===== config.mk =====
export PLATFORM = sky130hd
export DESIGN_NAME = isolate_rightmost_1_bit_log2
export DESIGN_NICKNAME = d
export VERILOG_FILES = /design/src/rtl/isolate_rightmost_1_bit_log2_pkg.sv /design/src/rtl/bitmask_isolate_rightmost_1_bit.sv /design/src/rtl/logarithm_of_powers_of_two.sv /design/src/rtl/isolate_rightmost_1_bit_log2.sv
export SDC_FILE = /design/constraint.sdc
export NUM_CORES = 1
export LEC_CHECK = 0
export CORE_MARGIN = 4
export CORE_UTILIZATION = 46
export CTS_BUF_LIST = sky130_fd_sc_hd__clkbuf_4 sky130_fd_sc_hd__clkbuf_8
export DETAILED_ROUTE_END_ITERATION = 6
export PLACE_DENSITY = 0.85
export SLEW_MARGIN = 10
export SYNTH_ARGS = -nofsm -noshare
export SYNTH_HDL_FRONTEND = slang
export SYNTH_HIERARCHICAL = 1
export SYNTH_SLANG_ARGS = --single-unit

===== constraint.sdc =====
create_clock -name clock -period 3.2 [get_ports clock]
set_input_delay 0.8 -clock clock [delete_from_list [all_inputs] [get_ports clock]]
set_output_delay 0.8 -clock clock [all_outputs]
set_load 0.01 [all_outputs]

===== src/rtl/isolate_rightmost_1_bit_log2_pkg.sv =====
// isolate_rightmost_1_bit_log2_pkg: shared index-width constant and index zero-extension helper
package isolate_rightmost_1_bit_log2_pkg;
  localparam int MAX_WORD_WIDTH = 64;
  localparam int DEFAULT_WORD_WIDTH = 8;
  localparam int DEFAULT_INDEX_WIDTH = $clog2(DEFAULT_WORD_WIDTH);
  function automatic int index_width(input int word_width);
    return (word_width < 2) ? 1 : $clog2(word_width);
  endfunction
  function automatic logic [MAX_WORD_WIDTH-1:0] zero_extend_index(input logic [MAX_WORD_WIDTH-1:0] index, input int width);
    return index & ((MAX_WORD_WIDTH'(1) << width) - MAX_WORD_WIDTH'(1));
  endfunction
endpackage


===== src/rtl/bitmask_isolate_rightmost_1_bit.sv =====
// bitmask_isolate_rightmost_1_bit: keeps only the least-significant set bit of a mask
module bitmask_isolate_rightmost_1_bit #(
  parameter int WORD_WIDTH = 8
) (
  input  logic [WORD_WIDTH-1:0] word_in,
  output logic [WORD_WIDTH-1:0] word_out
);
  assign word_out = word_in & (~word_in + WORD_WIDTH'(1));
endmodule


===== src/rtl/logarithm_of_powers_of_two.sv =====
// logarithm_of_powers_of_two: log2 of a one-hot word, flagging the undefined all-zero case
module logarithm_of_powers_of_two
  import isolate_rightmost_1_bit_log2_pkg::*;
#(
  parameter int WORD_WIDTH = 8,
  parameter int INDEX_WIDTH = index_width(WORD_WIDTH)
) (
  input  logic [WORD_WIDTH-1:0]  one_hot_in,
  output logic [INDEX_WIDTH-1:0] logarithm_out,
  output logic                   logarithm_undefined
);
  always_comb begin
    logarithm_out = '0;
    for (int p = 0; p < WORD_WIDTH; p++)
      logarithm_out = logarithm_out | (one_hot_in[p] ? INDEX_WIDTH'(p) : '0);
  end
  assign logarithm_undefined = ~|one_hot_in;
endmodule


===== src/rtl/isolate_rightmost_1_bit_log2.sv =====
// isolate_rightmost_1_bit_log2: two-stage pipeline isolating the lowest set bit and encoding its index
module isolate_rightmost_1_bit_log2
  import isolate_rightmost_1_bit_log2_pkg::*;
#(
  parameter int WORD_WIDTH = 8
) (
  input  logic                  clock,
  input  logic                  reset_n,
  input  logic                  in_valid,
  input  logic [WORD_WIDTH-1:0] word_in,
  output logic                  out_valid,
  output logic [WORD_WIDTH-1:0] one_hot_out,
  output logic [WORD_WIDTH-1:0] index_out,
  output logic                  index_valid
);
  localparam int IW = index_width(WORD_WIDTH);
  logic [WORD_WIDTH-1:0] lsb;
  logic [WORD_WIDTH-1:0] s1_one_hot;
  logic                  s1_valid;
  logic [IW-1:0]         log_index;
  logic                  log_undefined;
  bitmask_isolate_rightmost_1_bit #(.WORD_WIDTH(WORD_WIDTH)) u_isolate (
    .word_in (word_in),
    .word_out(lsb)
  );
  logarithm_of_powers_of_two #(.WORD_WIDTH(WORD_WIDTH), .INDEX_WIDTH(IW)) u_log (
    .one_hot_in         (s1_one_hot),
    .logarithm_out      (log_index),
    .logarithm_undefined(log_undefined)
  );
  always_ff @(posedge clock or negedge reset_n) begin
    if (!reset_n) begin
      s1_one_hot  <= '0;
      s1_valid    <= 1'b0;
      one_hot_out <= '0;
      index_out   <= '0;
      index_valid <= 1'b0;
      out_valid   <= 1'b0;
    end else begin
      s1_one_hot  <= lsb;
      s1_valid    <= in_valid;
      one_hot_out <= s1_one_hot;
      index_out   <= WORD_WIDTH'(zero_extend_index(MAX_WORD_WIDTH'(log_index), IW));
      index_valid <= ~log_undefined;
      out_valid   <= s1_valid;
    end
  end
endmodule


== After elaboration in Yosys (flattened, before gate mapping) ==
Index checks and enable logic that the tools add are counted.

* $add $sub $neg: 1
* Bitwise logic cells: 8
* Reductions and logical operators: 1
* Mux-type cells: 7

{| class="wikitable"
|+ Operators by type and width
! cell !! number
|-
| OR 3 bit || 6
|-
| two-way mux 3 bit || 4
|-
| adder 8 x 1 -> 8 bit, second input constant || 1
|-
| bitwise AND 8 bit || 1
|-
| inverter 8 bit || 1
|-
| OR reduction 8 bit || 1
|-
| two-way mux 2 bit || 2
|-
| two-way mux 1 bit || 1
|}

* Logic and storage cells: 23
* Input port bits: 11
* Output and inout bits: 18
* Register bits after elaboration: 22

== Longest topological paths before layout ==
* Depth in word-level cells: 7
* Gate-level depth with buffers: 3
* Gate-level depth less buffers: 3

== Hierarchy ==
The synthesis kept the hierarchy.

{| class="wikitable"
|+ Modules (own cells, without submodules)
! module !! cells each !! sequential area each (um2) !! instances !! area each (um2)
|-
| isolate_rightmost_1_bit_log2 || 29 || 550.5 || 1 || 595.6
|-
| bitmask_isolate_rightmost_1_bit || 10 || 0.0 || 1 || 83.8
|-
| logarithm_of_powers_of_two || 5 || 0.0 || 1 || 40.0
|}

== Worst setup path before layout ==
No wires, ideal clock.

* Path type: input -> register
* Start: input port word_in[0]
* End: register s1_one_hot[7]
* Path buffers: 0
* Path slack: 1.825 ns
* Setup time: 0.068 ns
* Stages: 2
* Arrival time: 1.307 ns
* Cells stage by stage: nor4_2 and4b_1

* Word-level cells in the longest chain between the ends: 3

{| class="wikitable"
|+ Ends and longest elaborated chain
! element !! RTL line !! RTL
|-
| from (decl) || isolate_rightmost_1_bit_log2.sv:10 || <nowiki>input logic [WORD_WIDTH-1:0] word_in,</nowiki>
|-
| inverter 8 bit || bitmask_isolate_rightmost_1_bit.sv:8 || <nowiki>assign word_out = word_in & (~word_in + WORD_WIDTH'(1));</nowiki>
|-
| adder 8 x 1 -> 8 bit || bitmask_isolate_rightmost_1_bit.sv:8 ||
|-
| bitwise AND 8 bit || bitmask_isolate_rightmost_1_bit.sv:8 ||
|-
| via lsb[7] || isolate_rightmost_1_bit_log2.sv:17 || <nowiki>logic [WORD_WIDTH-1:0] lsb;</nowiki>
|-
| to (signal assigned) || isolate_rightmost_1_bit_log2.sv:40 || <nowiki>s1_one_hot <= lsb;</nowiki>
|-
| to (decl) || isolate_rightmost_1_bit_log2.sv:18 || <nowiki>logic [WORD_WIDTH-1:0] s1_one_hot;</nowiki>
|}

The timed path passes the listed nets, and every way through them passes these cells.

== Worst setup path in the final report ==
* Start: register index_valid
* End: output port index_valid

{| class="wikitable"
|+ RTL lines
! element !! RTL line !! RTL
|-
| from (decl) || isolate_rightmost_1_bit_log2.sv:14 || <nowiki>output logic index_valid</nowiki>
|-
| from (signal assigned) || isolate_rightmost_1_bit_log2.sv:44 || <nowiki>index_valid <= ~log_undefined;</nowiki>
|}

No word-level cell between the ends.

==> results.yml <==
timing:
  hold_slack_ns: 0.391
  tightest_slew_ns: 0.916
  post-route-period-util_pct: 62.3
  hold_viol_final: 0
  setup_slack_ns: 1.21
  rsz0062_at_grt: "no"
  finClkSkew_ns: 0.0136
  setup_viol: 0
  fin_crit_ns: 1.99
  setup_tns_ns: 0
  max_freq_mhz: 501
  maxSlewHeadroom_pct: 38.7
  slew_violations: 0
route:
  finalWirelength_mm: 1.10
  ant_nets: 0
  first_iter_violations: 3
  drc_errors: 0
  via_per_inst: 4.81
  routedWlPerCell_um: 13.0
  num_vias: 409
  drt_pass1_iterations: 2
critical_path:
  path_cells: "clkdlybuf4s50_1"
  r2r-end: "index_valid"
  r2r_start: "s1_one_hot[3]"
  crit_family: "buffers and inverters"
  cp.depth: 1
  slowest_stage: "clkdlybuf4s50_1"
  cp_max_fo: 1
  cp.required_ns: 2.40
  cp.arrival_ns: 1.19
  critPathKind: "reg -> out"
  endpoint_kind: "output port"
  crit_buf_inv: 1
  crit_path_start_kind: "flip-flop"
  rrSetupSlack_ns: 1.99
  max_stage_delay_ns: 0.54
  r2r_cells: 3
power:
  ir_drop_mv: 0.323
  total_power_mw: 0.480
  p_per_area_nw_per_um2: 491
  power_leakage_nw: 0.471
floorplan:
  initial_core_util_pct: 48.3
  io_pins: 29
  core-area_sq_um: 1490
  die_w_um: 47.5
  rows: 14
  dieArea_sq_um: 2260
  die_y_um: 47.5
synthesis:
  synth_area_sq_um: 719
  syn_avg_cell_area_sq_um: 16.4
  ys_seq_area_share_pct: 76.5
  synth_cells: 44
  yosysWarnings: 6
  synth-seq-cells: 22
  synth.distinct_cells: 16
clock_network:
  cts-htree-levels: 1
  tritoncts: "built"
  path_clk_slew_ns: 0.12
  clkLatencyLatePin_ns: 0.29
  cts_buffers: 3
  ctsResizeCount: 0
  cts-root-buf: "clkbuf_4"
  cts_setup_buffers: 0
  clk_path_buf_depth: 2
  cts_hold_buf: 0
  clock_sinks: 22
placed_design:
  dp.final_hpwl_um: 883
  placed_area_sq_um: 940
  placed_cells: 81
  dp_slack_ns: 1.21
  io_buffers: 23
  gp_congestion: 0.660
hold_path:
  hold_end: "one_hot_out[1]"
  hp-start: "s1_one_hot[1]"
  hold_class: "reg -> reg"
  whs_path_depth: 0
global_routing:
  grt_pass1_wl_mm: 1.66
  grt_pass1_vias: 388
  overflow: 0
  grt_max_degree: 23
  antenna_found_initial: 0
  grtUsageTotal_pct: 11.0
finish:
  utilization_pct: 65.5
  layout-drive-gt1-share_pct: 15.9
  diodes: 0
  fin_nets: 81
  final_area_sq_um: 976
  multiInputGateArea_sq_um: 135
  fillCellCount: 114
  register_area_sq_um: 551
  areaGrowthSynthToFinish_pct: 35.7
  final_cells: 85
run_status:
  outcome: "finished clean"
run:
  drv_cap: 0
-- cell usage after synthesis --
cell,instances,area share [%]
dfrtp_1,22,77
buf_4,6,6.3
or4_1,3,3.1
and2_2,1,1.0
and2b_2,1,1.2
and3_2,1,1.0
and3b_2,1,1.4
and4b_1,1,1.4
conb_1,1,0.52
inv_1,1,0.52
nor2_1,1,0.52
nor2_2,1,0.87
nor3b_1,1,1.0
nor4_2,1,1.7
nor4b_1,1,1.2
or4_4,1,1.6
-- layout by cell type (no fill, tap or decap), drive strengths merged --
master         instances
nor3b                  1
conb                   5
dfrtp                 22
nor4                   1
and3                   1
and4b                  1
inv                    1
clkdlybuf4s50         23
or4                    4
clkbuf                 4
and2b                  1
and2                   1
nor2                   2
nor4b                  1
and3b                  1
-- flip-flops by register name (all words and copies together) (netlist names) --
name	cells
index_out	3
index_valid	1
one_hot_out	8
out_valid	1
s1_one_hot	8
s1_valid	1
-- cell type report --
| cell class | instances | share of cell area, % |
|---|---|---|
| Multi-Input combinational cell | 19 | 13.8 |
| Inverter | 1 | 0.385 |
| Timing Repair Buffer | 23 | 23.6 |
| Clock buffer | 4 | 3.72 |
| Tap cell | 16 | 2.05 |
| Sequential cell | 22 | 56.4 |
-- per-layer routing --
layer | part of all wire (%) | GRT usage (%) | vias to the layer above | wire, um
li1 | - | - | 189 | -
met1 | 35 | 12.1 | 196 | 387
met2 | 52 | 20.3 | 22 | 578
met3 | 10 | 0 | 2 | 110
met4 | 2.4 | 8.06 | 0 | 27
met5 | 0 | 0 | - | 0
-- cells by family (layout without fill, tap and decap cells) --
| logic type | count (synthesis) | in the layout | share of synthesized area (%) |
|---|---|---|---|
| flip-flops | 22 | 22 | 76.5 |
| buffers and inverters | 7 | 28 | 6.78 |
| AND/OR/NAND/NOR | 14 | 14 | 16.2 |
| other | 1 | 5 | 0.521 |
-- worst max path at each step --
stage                      from            end  slack, ns
finish              index_valid    index_valid       1.21
global route        index_valid    index_valid       1.13
CTS                 index_valid    index_valid       1.18
detailed placement   word_in[0]  s1_one_hot[7]       1.21
global placement     word_in[0]  s1_one_hot[7]       1.26
floorplan            word_in[0]  s1_one_hot[7]       1.82
-- power breakdown --
group	total, mW	switching [mW]	internal, mW
Combinational	0.0460	0.0198	0.0262
Sequential	0.291	0.00347	0.287
Clock	0.143	0.0737	0.0692
Total	0.480	0.0970	0.383
Note: power is estimated with default switching activity, not from simulation.
